### src/rtl/multicycle_control_unit.sv
// Multicycle control unit: latches one instruction, sequences it through the
// iterative MUL/DIV handshake and strobes writeback for the i16 core.
module multicycle_control_unit #(
  parameter int WORD_WIDTH     = 16,
  parameter int OPCODE_WIDTH   = 3,
  parameter int ALU_OP_WIDTH   = 2,
  parameter int TIMEOUT_CYCLES = 32
) (
  input  logic                    Clock,
  input  logic                    ResetN,
  input  logic                    InstrValid,
  output logic                    InstrReady,
  input  logic [OPCODE_WIDTH-1:0] Opcode,
  input  logic [WORD_WIDTH-1:0]   Immediate,
  output logic [WORD_WIDTH-1:0]   ImmediateOut,
  output logic [ALU_OP_WIDTH-1:0] ALUOpcode,
  output logic                    UseImmediate,
  output logic                    LoadUpperImmediate,
  output logic                    ExecStart,
  input  logic                    ExecDone,
  output logic                    RegWrite,
  output logic                    UpdateFlags,
  output logic                    IllegalOp,
  output logic                    Timeout
);

  // state     | meaning
  // IDLE      | ready for an instruction; accepts on InstrValid
  // DECODE    | latched controls driven; illegal opcodes abort here
  // EXEC      | one-cycle start pulse to the MUL/DIV unit
  // WAIT      | waiting for ExecDone, bounded by the wait counter
  // WRITEBACK | one-cycle register write (and flag update unless LUI)

  typedef enum logic [2:0] {
    IDLE,
    DECODE,
    EXEC,
    WAIT,
    WRITEBACK
  } ctrlState_t;

  localparam int CountWidth = $clog2(TIMEOUT_CYCLES);
  localparam logic [CountWidth-1:0] CountLast = CountWidth'(TIMEOUT_CYCLES - 1);
  localparam int ImmShift = WORD_WIDTH / 2;

  ctrlState_t state;
  ctrlState_t nextState;

  logic [CountWidth-1:0] waitCount;
  logic                  waitLast;
  logic                  accept;
  logic                  inFlight;

  logic decIllegal;
  logic decDiv;
  logic decUseImm;
  logic decLui;

  logic                  illegalQ;
  logic                  divQ;
  logic                  useImmQ;
  logic                  luiQ;
  logic [WORD_WIDTH-1:0] immQ;

  assign accept   = (state == IDLE) && InstrValid;
  assign waitLast = (waitCount == CountLast);
  assign inFlight = (state != IDLE);

  // Any set bit above the 3-bit opcode field makes the instruction illegal.
  always_comb begin
    decIllegal = 1'b0;
    decDiv     = 1'b0;
    decUseImm  = 1'b0;
    decLui     = 1'b0;
    if ((Opcode >> 3) != '0) begin
      decIllegal = 1'b1;
    end else begin
      case (Opcode[2:0])
        3'b111: decDiv = 1'b0;
        3'b000: decDiv = 1'b1;
        3'b001: decUseImm = 1'b1;
        3'b010: begin
          decDiv    = 1'b1;
          decUseImm = 1'b1;
        end
        3'b011: begin
          decLui    = 1'b1;
          decUseImm = 1'b1;
        end
        default: decIllegal = 1'b1;
      endcase
    end
  end

  always_ff @(posedge Clock or negedge ResetN) begin
    if (!ResetN) begin
      illegalQ <= 1'b0;
      divQ     <= 1'b0;
      useImmQ  <= 1'b0;
      luiQ     <= 1'b0;
      immQ     <= '0;
    end else if (accept) begin
      illegalQ <= decIllegal;
      divQ     <= decDiv;
      useImmQ  <= decUseImm;
      luiQ     <= decLui;
      immQ     <= decLui ? (Immediate << ImmShift) : Immediate;
    end
  end

  always_ff @(posedge Clock or negedge ResetN) begin
    if (!ResetN) begin
      state <= IDLE;
    end else begin
      state <= nextState;
    end
  end

  always_ff @(posedge Clock or negedge ResetN) begin
    if (!ResetN) begin
      waitCount <= '0;
    end else if (state == EXEC) begin
      waitCount <= '0;
    end else if (state == WAIT) begin
      waitCount <= waitCount + 1'b1;
    end
  end

  // ExecDone is tested before the terminal count so a coincident done wins.
  always_comb begin
    nextState   = state;
    InstrReady  = 1'b0;
    ExecStart   = 1'b0;
    RegWrite    = 1'b0;
    UpdateFlags = 1'b0;
    IllegalOp   = 1'b0;
    Timeout     = 1'b0;
    case (state)
      IDLE: begin
        InstrReady = 1'b1;
        if (InstrValid) nextState = DECODE;
      end
      DECODE: begin
        if (illegalQ) begin
          IllegalOp = 1'b1;
          nextState = IDLE;
        end else if (luiQ) begin
          nextState = WRITEBACK;
        end else begin
          nextState = EXEC;
        end
      end
      EXEC: begin
        ExecStart = 1'b1;
        nextState = WAIT;
      end
      WAIT: begin
        if (ExecDone) begin
          nextState = WRITEBACK;
        end else if (waitLast) begin
          Timeout   = 1'b1;
          nextState = IDLE;
        end
      end
      WRITEBACK: begin
        RegWrite    = 1'b1;
        UpdateFlags = ~luiQ;
        nextState   = IDLE;
      end
      default: nextState = IDLE;
    endcase
  end

  assign ALUOpcode          = inFlight ? ALU_OP_WIDTH'(divQ) : '0;
  assign UseImmediate       = inFlight & useImmQ;
  assign LoadUpperImmediate = inFlight & luiQ;
  assign ImmediateOut       = immQ;

endmodule

### config.mk
export PLATFORM = sky130hd
export DESIGN_NAME = multicycle_control_unit
export DESIGN_NICKNAME = d
export VERILOG_FILES = /design/src/rtl/multicycle_control_unit.sv
export SDC_FILE = /design/constraint.sdc
export NUM_CORES = 1
export LEC_CHECK = 0
export ABC_AREA = 1
export CAP_MARGIN = 20
export CORE_MARGIN = 4
export CORE_UTILIZATION = 45
export DETAILED_ROUTE_END_ITERATION = 6
export DONT_BUFFER_PORTS = 1
export HOLD_SLACK_MARGIN = 0.12
export REMOVE_ABC_BUFFERS = 1
export SYNTH_ARGS = -nofsm -noshare
export SYNTH_HDL_FRONTEND = slang
export SYNTH_SLANG_ARGS = --single-unit
export TNS_END_PERCENT = 10
### constraint.sdc
create_clock -name Clock -period 1.8 [get_ports Clock]
set_input_delay 0.54 -clock Clock [delete_from_list [all_inputs] [get_ports Clock]]
set_output_delay 0.54 -clock Clock [all_outputs]
set_load 0.005 [all_outputs]
==> run summary <==
Mux contribution to synthesized area: 0%
Filler cells: 307
CP Max Fanout: 2
Fmax: 518 MHz
Reg2reg start: waitCount[1]
Switching fraction of total power: 40.0%
Power density over cell area: 1440 nW/µm²
Unrepaired setup endpoints after global routing: yes
Initial antenna violation count: 0
Minimum clock period: 1.93 ns
Startpoint Class: flop
Hold Vio Cnt, Final: 0
Num CTS Buffers: 3
Final Max Tran Viols: 0
Inst Count DP: 240
Comb power frac: 34.4%
Core area: 3100 µm²
Worst vdd ir: 0.000548 V
Area growth syn-to-layout: 10.4%
Failing checks: negative setup slack
Netlist cell types: 24
Max Buffers Root-to-Sink: 2
DR vias: 1237
First-pass GRT wire length: 5560 µm
Share of layout cells above drive strength 1: 15.5%
CTS tree: built
Top-count cell post-synth: nand2_1
Number of global-route vias before repair: 1194
Clock share of power: 17.5%
Mapped Cells: 202
H-tree level count: 1
Status: finished with violations
Hold Crit Class: in2reg
Final ANT Viol Nets: 0
Synth async-reset ratio: 100%
P_int: 1.42 mW
Top cells by area, synth: dfrtp_1, nand2_1, inv_1
Site Rows: 20
Initial core utilization: 48.0%
Register area: 702 µm²
Initial DRC Count: 49
Syn. warnings: 0
Worst Hold Slack: 0.334 ns
Later-pin clock latency in the skew report: 0.33 ns
PnR worst setup slack: -0.129 ns
Synth Register Bits: 28
I/O pins: 49
Mapped Area: 1490 µm²
Xor and xnor area share after synthesis: 0.588%
Width of the die: 65.5 µm
Multi-input gate area: 677 µm²
Crit end category: output port
Router iterations before antenna repair: 4
Primary FF master, synth: dfrtp_1
Gr usage total: 16.4%
Setup violators final: 1
Dpl hpwl: 2310 µm
Synth top area share: 47.1%
Leak pwr: 0.904 nW
Critical path origin: waitCount[1]
Worst Path Arrival: 1.39 ns
Clock skew: 0.0142 ns
Mean post-synth cell area: 7.37 µm²
Routed len/inst: 13.5 µm
Register clock-pin slew on the reported worst setup and hold paths: 0.16 ns
DR vias/cell: 4.93
Die Area: 4290 µm²
Sequential area share after synthesis: 47.1%
Non-Filler Instances: 251
DR DRC count: 0
Pwr Total: 2.37 mW
Number of synthesized flops with an enable pin: 0
Diode count: 0
Clock root cell: clkbuf_4
Grt total ovfl: 0
Drt total wl: 3400 µm
Worst slack, placed: 0.134 ns
Final #Nets: 233
Switch Pwr: 948 µW
Flop pwr share: 48.0%
Compound-Gate Fraction of Synth Area: 1.93%
WS Path Type: reg2out
MaxCap Viol Count: 0
IO buf count: 0
Largest net degree at the start of global routing: 29
Post-synthesis adder-cell area fraction: 1.68%
Clock sink total: 28
Req. time, crit path: 1.26 ns
Simple-gate portion of the synthesized area: 39.2%
List of most frequent post-synthesis cells: nand2_1, dfrtp_1, inv_1, nor2_1, nand4_1
Synth area leader: dfrtp_1
Largest family of logic cells by synthesized area: simple AND/OR/NAND/NOR gates
Chip height: 65.5 µm
Placer Congestion: 0.729
Final period util: 107%
Worst Min Path Start: Opcode[0]
Setup TNS: -0.129 ns
==> flip-flops by register name, indices dropped and copies added (netlist names) <==
register      count
divQ              1
state             3
illegalQ          1
waitCount         5
useImmQ           1
luiQ              1
ImmediateOut     16
==> metal layers <==
| layer | up-vias | GRT usage [%] | routed length (µm) |
|---|---|---|---|
| li1 | 629 | - | - |
| met1 | 570 | 21.1 | 1480 |
| met2 | 32 | 26.5 | 1630 |
| met3 | 6 | 4.62 | 235 |
| met4 | 0 | 4.92 | 48 |
| met5 | - | 0 | 0 |
==> placed cells by master (no fill, tap or decap), types with 3 or more instances in the layout <==
| cell | netlist | layout |
|---|---|---|
| buf_4 | 3 | 6 |
| clkbuf_4 | 0 | 3 |
| dfrtp_1 | 28 | 27 |
| inv_1 | 19 | 19 |
| inv_2 | 3 | 3 |
| nand2_1 | 88 | 85 |
| nand2_2 | 3 | 6 |
| nand3_1 | 9 | 9 |
| nand4_1 | 10 | 10 |
| nor2_1 | 19 | 16 |
| nor2_2 | 2 | 5 |
==> kinds of logic (layout without fill, tap and decap cells) <==
kind of cell	Yosys count	count (layout)
compound gates	5	5
xor+xnor	1	1
fa+ha+maj	2	2
buf+inv	29	34
flops	28	28
other cells	1	1
simple gates	136	136
==> power by group through the flow <==
stage / registers [mW] / clock network, mW / logic [mW]
after floorplan: 1.09 / 0 / 0.581
after global placement: 1.14 / 0 / 0.696
after detailed placement: 1.16 / 0 / 0.718
after CTS: 1.14 / 0.429 / 0.790
after global routing: 1.18 / 0.447 / 0.948
final: 1.14 / 0.416 / 0.817
==> area by class of cell <==
| cell class | instances | share of cell area [%] |
|---|---|---|
| timing repair buffer | 8 | 4.57 |
| inverter | 22 | 5.02 |
| tap | 44 | 3.35 |
| clock inverter | 1 | 1.83 |
| multi-input combinational | 145 | 41.2 |
| clock buffer | 3 | 1.37 |
| sequential | 28 | 42.7 |
==> path summary, 6_finish.rpt <==
kind	endpoint	slack, ns	cells after the start
worst max-delay path	Timeout	-0.13	6
worst min-delay path	divQ	0.33	3
worst max register to register	state[1]	0.58	7
worst min register to register	useImmQ	0.50	2
max in group asynchronous	state[0]	1.00	2
min in group asynchronous	ImmediateOut[6]	0.61	2
==> worst max-delay path, stage by stage, from the launching register on <==
cell     delay (ns)
dfrtp_1        0.39
ha_2           0.20
nand2_2        0.06
nor2_2         0.08
ha_2           0.19
nand2_2        0.05
nor2_2         0.09
==> repair_timing <==
action                                  in CTS  in global routing
setup buffers                                3                  2
hold endpoints to repair                    28                  0
pin swaps                                    5                  3
hold buffers                                 2                  0
endpoints found under the setup margin       2                  4
resized for setup                            5                  5
==> per-stage QoR <==
step	area [µm²]	utilization, %
finish	1640	53.0
global route	1640	53.0
CTS	1610	52.0
detailed placement	1500	48.2
global placement	1500	48.2
floorplan	1430	-
Note: power is estimated with default switching activity, not from simulation.
